File: src/rtl/ext_dev_pkg.sv
// Shared definitions for the DMA external device model: FSM states, LFSR taps/step, fixed fill pattern.
package ext_dev_pkg;

   localparam logic [2:0] ST_REFILL = 3'd0;
   localparam logic [2:0] ST_IDLE   = 3'd1;
   localparam logic [2:0] ST_FIRE   = 3'd2;
   localparam logic [2:0] ST_XFER   = 3'd3;
   localparam logic [2:0] ST_HALT   = 3'd4;

   // Taps at bits 15, 13, 12, 10 of the 16-bit Fibonacci LFSR.
   localparam logic [15:0] LFSR_TAPS     = 16'hB400;
   localparam logic [15:0] FIXED_PATTERN = 16'hC2C2;

   function automatic logic [15:0] lfsr_next(input logic [15:0] s);
      return {s[14:0], ^(s & LFSR_TAPS)};
   endfunction

endpackage

File: src/rtl/ext_dev_lfsr.sv
// 16-bit Fibonacci LFSR with reset seed; steps once per cycle while adv_i is high.
module ext_dev_lfsr
   import ext_dev_pkg::*;
#(
   parameter logic [15:0] SEED = 16'hACE1
) (
   input  logic        clk,
   input  logic        reset,
   input  logic        adv_i,
   output logic [15:0] state_o
);

   logic [15:0] lfsr_q, lfsr_d;

   always_comb begin
      lfsr_d = lfsr_q;
      if (adv_i) lfsr_d = lfsr_next(lfsr_q);
   end

   always_ff @(posedge clk or posedge reset) begin
      if (reset) lfsr_q <= SEED;
      else       lfsr_q <= lfsr_d;
   end

   assign state_o = lfsr_q;

endmodule

File: src/rtl/dma_external_device.sv
// External I/O device model: refills block storage, raises periodic DMA interrupts, serves block reads.
// EXT_DEV_FIXED_PATTERN_EN selects a constant 16'hC2C2 fill instead of LFSR data.
module dma_external_device
   import ext_dev_pkg::*;
#(
   parameter int unsigned WORD_SIZE       = 16,
   parameter int unsigned WORDS_PER_BLOCK = 4,
   parameter int unsigned NUM_BLOCKS      = 3,
   parameter int unsigned OFFSET_W        = 2,
   parameter int unsigned FIRE_PERIOD     = 2600,
   parameter int unsigned INT_CYCLES      = 100,
   parameter int unsigned NUM_FIRES       = 2,
   parameter logic [15:0] LFSR_SEED       = 16'hACE1
) (
   input  logic                                 clk,
   input  logic                                 reset,
   input  logic [OFFSET_W-1:0]                  offset,
   input  logic                                 offset_valid,
   input  logic                                 dma_done,
   output logic                                 interrupt,
   output logic [WORDS_PER_BLOCK*WORD_SIZE-1:0] data,
   output logic                                 data_valid,
   output logic                                 offset_err
);

   localparam int unsigned BLK_W   = WORDS_PER_BLOCK * WORD_SIZE;
   localparam int unsigned WRD_W   = (WORDS_PER_BLOCK > 1) ? $clog2(WORDS_PER_BLOCK) : 1;
   localparam int unsigned CNT_W   = 32;
   localparam int unsigned PAT_REP = (WORD_SIZE + 15) / 16;

   logic [2:0]          state_q, state_d;
   logic [CNT_W-1:0]    cnt_q, cnt_d;
   logic [CNT_W-1:0]    fire_cnt_q, fire_cnt_d;
   logic [OFFSET_W-1:0] blk_q, blk_d;
   logic [WRD_W-1:0]    wrd_q, wrd_d;
   logic                done_pend_q, done_pend_d;
   logic                interrupt_q, interrupt_d;
   logic [BLK_W-1:0]    data_q, data_d;
   logic                data_valid_q, data_valid_d;
   logic                offset_err_q, offset_err_d;

   logic [BLK_W-1:0]     mem_q [NUM_BLOCKS];
   logic [15:0]          lfsr;
   logic [WORD_SIZE-1:0] fill_word;
   logic                 refill_c;
   logic                 last_word;
   logic                 rd_ok;

   ext_dev_lfsr #(.SEED(LFSR_SEED)) u_lfsr (
      .clk     (clk),
      .reset   (reset),
      .adv_i   (refill_c),
      .state_o (lfsr)
   );

`ifdef EXT_DEV_FIXED_PATTERN_EN
   localparam logic [PAT_REP*16-1:0] PAT_WIDE = {PAT_REP{FIXED_PATTERN}};
   assign fill_word = WORD_SIZE'(PAT_WIDE);
`else
   assign fill_word = WORD_SIZE'(lfsr);
`endif

   assign last_word = (blk_q == OFFSET_W'(NUM_BLOCKS - 1)) &&
                      (wrd_q == WRD_W'(WORDS_PER_BLOCK - 1));

   // Sequencing: refill walk, idle countdown, interrupt window, wait for transfer completion.
   always_comb begin
      state_d     = state_q;
      cnt_d       = cnt_q;
      fire_cnt_d  = fire_cnt_q;
      blk_d       = blk_q;
      wrd_d       = wrd_q;
      done_pend_d = done_pend_q;
      refill_c    = 1'b0;
      case (state_q)
         ST_REFILL: begin
            refill_c = 1'b1;
            if (wrd_q == WRD_W'(WORDS_PER_BLOCK - 1)) begin
               wrd_d = '0;
               blk_d = blk_q + 1'b1;
            end else begin
               wrd_d = wrd_q + 1'b1;
            end
            if (last_word) begin
               blk_d = '0;
               if ((NUM_FIRES != 0) && (fire_cnt_q >= CNT_W'(NUM_FIRES))) begin
                  state_d = ST_HALT;
               end else begin
                  state_d = ST_IDLE;
                  cnt_d   = CNT_W'(FIRE_PERIOD - 1);
               end
            end
         end
         ST_IDLE: begin
            if (cnt_q == '0) begin
               state_d     = ST_FIRE;
               cnt_d       = CNT_W'(INT_CYCLES - 1);
               fire_cnt_d  = fire_cnt_q + 1'b1;
               done_pend_d = 1'b0;
            end else begin
               cnt_d = cnt_q - 1'b1;
            end
         end
         ST_FIRE: begin
            // An early completion is remembered and honoured once XFER is entered.
            if (dma_done) done_pend_d = 1'b1;
            if (cnt_q == '0) state_d = ST_XFER;
            else             cnt_d   = cnt_q - 1'b1;
         end
         ST_XFER: begin
            if (dma_done || done_pend_q) begin
               state_d     = ST_REFILL;
               done_pend_d = 1'b0;
            end
         end
         ST_HALT: begin
         end
         default: state_d = ST_REFILL;
      endcase
   end

   assign rd_ok = offset_valid &&
                  ((state_q == ST_FIRE) || (state_q == ST_XFER) || (state_q == ST_HALT)) &&
                  (CNT_W'(offset) < CNT_W'(NUM_BLOCKS));

   always_comb begin
      interrupt_d  = (state_q == ST_FIRE);
      data_d       = data_q;
      data_valid_d = rd_ok;
      offset_err_d = offset_valid && !rd_ok;
      if (rd_ok) data_d = mem_q[offset];
   end

   always_ff @(posedge clk or posedge reset) begin
      if (reset) begin
         state_q      <= ST_REFILL;
         cnt_q        <= '0;
         fire_cnt_q   <= '0;
         blk_q        <= '0;
         wrd_q        <= '0;
         done_pend_q  <= 1'b0;
         interrupt_q  <= 1'b0;
         data_q       <= '0;
         data_valid_q <= 1'b0;
         offset_err_q <= 1'b0;
      end else begin
         state_q      <= state_d;
         cnt_q        <= cnt_d;
         fire_cnt_q   <= fire_cnt_d;
         blk_q        <= blk_d;
         wrd_q        <= wrd_d;
         done_pend_q  <= done_pend_d;
         interrupt_q  <= interrupt_d;
         data_q       <= data_d;
         data_valid_q <= data_valid_d;
         offset_err_q <= offset_err_d;
      end
   end

   // Storage has no reset; its contents are only meaningful after a refill.
   always_ff @(posedge clk) begin
      if (refill_c) mem_q[blk_q][wrd_q*WORD_SIZE +: WORD_SIZE] <= fill_word;
   end

   assign interrupt  = interrupt_q;
   assign data       = data_q;
   assign data_valid = data_valid_q;
   assign offset_err = offset_err_q;

endmodule

File: config.mk
export PLATFORM = sky130hd
export DESIGN_NAME = dma_external_device
export DESIGN_NICKNAME = d
export VERILOG_FILES = /design/src/rtl/ext_dev_pkg.sv /design/src/rtl/ext_dev_lfsr.sv /design/src/rtl/dma_external_device.sv
export SDC_FILE = /design/constraint.sdc
export NUM_CORES = 1
export LEC_CHECK = 0
export ABC_AREA = 1
export BUFFER_PORTS_ARGS = -buffer_cell sky130_fd_sc_hd__buf_2
export CAP_MARGIN = 40
export CORE_MARGIN = 8
export CORE_UTILIZATION = 45
export DETAILED_ROUTE_END_ITERATION = 12
export PLACE_DENSITY_LB_ADDON = 0.12
export SLEW_MARGIN = 15
export SYNTH_ARGS = -nofsm -noshare
export SYNTH_HDL_FRONTEND = slang
export SYNTH_HIERARCHICAL = 1
export SYNTH_SLANG_ARGS = --single-unit
File: constraint.sdc
create_clock -name clk -period 8.2 [get_ports clk]
set_input_delay 1.64 -clock clk [delete_from_list [all_inputs] [get_ports clk]]
set_output_delay 1.64 -clock clk [all_outputs]
set_load 0.02 [all_outputs]
==> impl_metrics.ini <==
[sta]
period_minus_slack_ps = 3340
setup_tns_ps = 0
hold_violations = 0
setup_viol = 0
tightest_slew_ps = 767
fin_ws_ps = 4860
relSlewSlack_pct = 48.9
drv_slew = 0
max_freq_ghz = 0.300
rsz0062_at_grt = false
period_share_pct = 40.7
clock_skew_ps = 14.2

[global_routing]
antenna_found_initial = 1
met2_usage_pct = 30.0
grt_max_degree = 79
grt_pass1_wl_mm = 57.0
gr-usage-met1_pct = 22.0
busiest_layer = met2
grt_use_total_pct = 17.3
use_met3_pct = 3.01
first_global_vias = 10400
overflow = 0

[setup_path]
setup.worst_path.class = primary input to register
reg2reg_depth = 9
arrival_ps = 3780
crit_chain = buf_4, a221oi_4, buf_4, buf_4, nor2_1, a21oi_1
crit_path_max_fanout = 78
cp.required_ps = 8640
crit_slowest_cell = buf_4
crit_family = buffers and inverters
endpoint_kind = register
startpoint_type = primary input
path_buf_inv = 3
cpMostUsedCell = buf_4
critical_path_depth = 6
critPathMaxStageDelay_ps = 670

[pwr]
pwr-share-clk_pct = 47.1
leakagePower_nw = 7.33
p_comb_share_pct = 3.5
p_seq_share_pct = 49.3
p_per_area_nw_per_um2 = 212
p_sw_w = 0.000803
peakVddDrop_uv = 136
p_int_w = 0.00297
netSwitchingFraction_pct = 21.3

[die]
io_pins = 73
num_rows = 68
fp.dieH_um = 202
dieArea_um2 = 40800
fp.dieW_um = 202
initial_core_util_pct = 45.4
core_um2 = 34300

[layout]
fill_cells = 3114
most-common-layout-cells = nand2_1 (313), nor2_1 (286), edfxtp_1 (192)
nets = 1651
area_growth_pct = 14.2
drive_gt1_share_pct = 12.6
layout_commonest_cell = nand2_1
fin_area_um2 = 17800
diodes = 0

[min_path]
min_path_cells = 2
hp-class = register to register

[yosys]
mappedNetlistArea_um2 = 15600
synthMuxAreaShare_pct = 4.11
syn_nets = 1578
synth_fa_ha_area_share_pct = 0.723
ys_seq_elements = 347
synthXorXnorAreaFrac_pct = 2.47
synth_top_family_by_area = simple AND/OR/NAND/NOR gates
synth_cell_types = 35
ys_seq_area_share_pct = 62.0
yosys_warnings = 6
synth_compound_area_share_pct = 6.10
syn_inst = 1563
synth.avg_cell_area_um2 = 9.97
synthSimpleGateAreaFrac_pct = 20.0

[placement]
place_hpwl_mm = 23.6
placed_cell_area_um2 = 16500
gp_congestion = 0.899
io_buffer_count = 72
post-place-ws_ps = 4300

[route]
detail-route-antenna-nets = 0
vias_per_cell = 5.01
dr.pass1.iters = 5
wire_per_inst_um = 16.6
detail_route.iter0.violations = 657
drc = 0
dr_total_vias = 10600
drt-total-wl_mm = 35.2

[clock_network]
ctsHoldBuffers = 0
clock-sinks = 347
cts.repair.resized = 0
cts_buffers = 38
cts_max_level = 2
cts_buffer_depth = 3
root_buffer = clkbuf_16
clkLatencyLatePin_ps = 520
cts_setup_buffers = 0
cts.clk_slew.worst_paths_ps = 60
tritoncts = built

[outcome]
status = finished, final reports clean

[job]
maxCapViolCount = 0
==> synth_stat cells <==
library cell	n	area share (%)
nor2_1	295	7.1
nand2_4	3	0.22
nor2_4	3	0.22
nor4_1	1	0.040
or2_2	1	0.040
xnor2_1	6	0.34
o21ai_1	1	0.032
nand3_1	60	1.9
buf_4	4	0.19
buf_1	7	0.17
nand2_1	313	7.5
o21ai_2	1	0.056
ha_1	9	0.72
nor3_1	30	0.96
nor2_2	13	0.52
mux2i_1	64	4.1
a21oi_1	135	4.3
inv_2	10	0.24
dfstp_2	8	1.3
nand2_2	3	0.12
a221oi_2	1	0.096
o21ai_0	37	1.2
dfrtp_1	147	24
o21bai_1	7	0.34
clkbuf_1	18	0.43
nor2_8	1	0.13
buf_6	7	0.51
a21oi_2	1	0.056
nand3_2	2	0.13
inv_4	1	0.040
inv_1	96	2.3
buf_2	22	0.71
edfxtp_1	192	37
nand4_1	26	1.0
xor2_1	38	2.1
==> logic make-up after synthesis <==
logic type      count (synthesis)
mux                            64
fa+ha+maj                       9
flops                         347
xor+xnor                       44
compound gates                183
simple gates                  751
buf+inv                       165
==> final timing paths <==
check	slack [ps]	start	end
setup / recovery	4860	offset[1]	data[63]$_DFFE_PP0P_
hold / removal	480	cnt_q[0]$_DFFE_PP0P_	cnt_q[0]$_DFFE_PP0P_
setup reg to reg	5170	state_q[2]$_DFFE_PP0P_	cnt_q[3]$_DFFE_PP0P_
hold reg to reg	480	cnt_q[0]$_DFFE_PP0P_	cnt_q[0]$_DFFE_PP0P_
max in group asynchronous	6010	reset	data[48]$_DFFE_PP0P_
min in group asynchronous	1160	reset	data[50]$_DFFE_PP0P_
==> cell type report <==
cell class                      instances  area, µm²  area share [%]
Inverter                              107        409            2.30
Multi-Input combinational cell       1051       5240            29.4
Sequential cell                       347       9650            54.3
Tap cell                              455        569            3.20
Clock inverter                         15        218            1.22
Clock buffer                           55       1110            6.22
Timing Repair Buffer                   91        597            3.35
==> registers in the layout, indices dropped and copies added (netlist names) <==
name and cells:
mem_q 192, data 64, cnt_q 32, fire_cnt_q 32
u_lfsr/state_o 16, state_q 3, blk_q 2, wrd_q 2
data_valid 1, done_pend_q 1, interrupt 1, offset_err 1
==> worst register-to-register path: stages (launching register included) <==
cell     delay [ps]
dfrtp_1         440
inv_2            80
nand3_1         370
nand2_2         330
inv_2            70
a21oi_2         130
nand3_2         580
inv_2           740
nand2_1         130
nand2_1         100
==> routing by layer <==
metal / wire (µm) / share of wire, % / vias up
met4: 761 / 2.2 / 2
li1: - / - / 5356
met2: 17400 / 49 / 162
met1: 15600 / 44 / 5046
met3: 1400 / 4.0 / 52
met5: 12 / 0.034 / -
==> through the flow <==
stage,hold slack [ps],power (W),std cells,util [%]
floorplan,449,0.00198,1563,-
global placement,462,0.00203,2040,47.5
detailed placement,467,0.00203,2051,48.0
CTS,478,0.00381,2121,51.9
global route,494,0.00389,2121,51.9
finish,477,0.00377,2121,51.9
==> power groups by stage <==
stage	Sequential (W)	Combinational, W	Clock (W)
final	0.00186	0.000133	0.00178
after global routing	0.00186	0.000149	0.00188
after CTS	0.00186	0.000137	0.00182
after detailed placement	0.00190	0.000137	0
after global placement	0.00189	0.000134	0
after floorplan	0.00192	0.0000638	0
(Power assumes the default switching activity.)
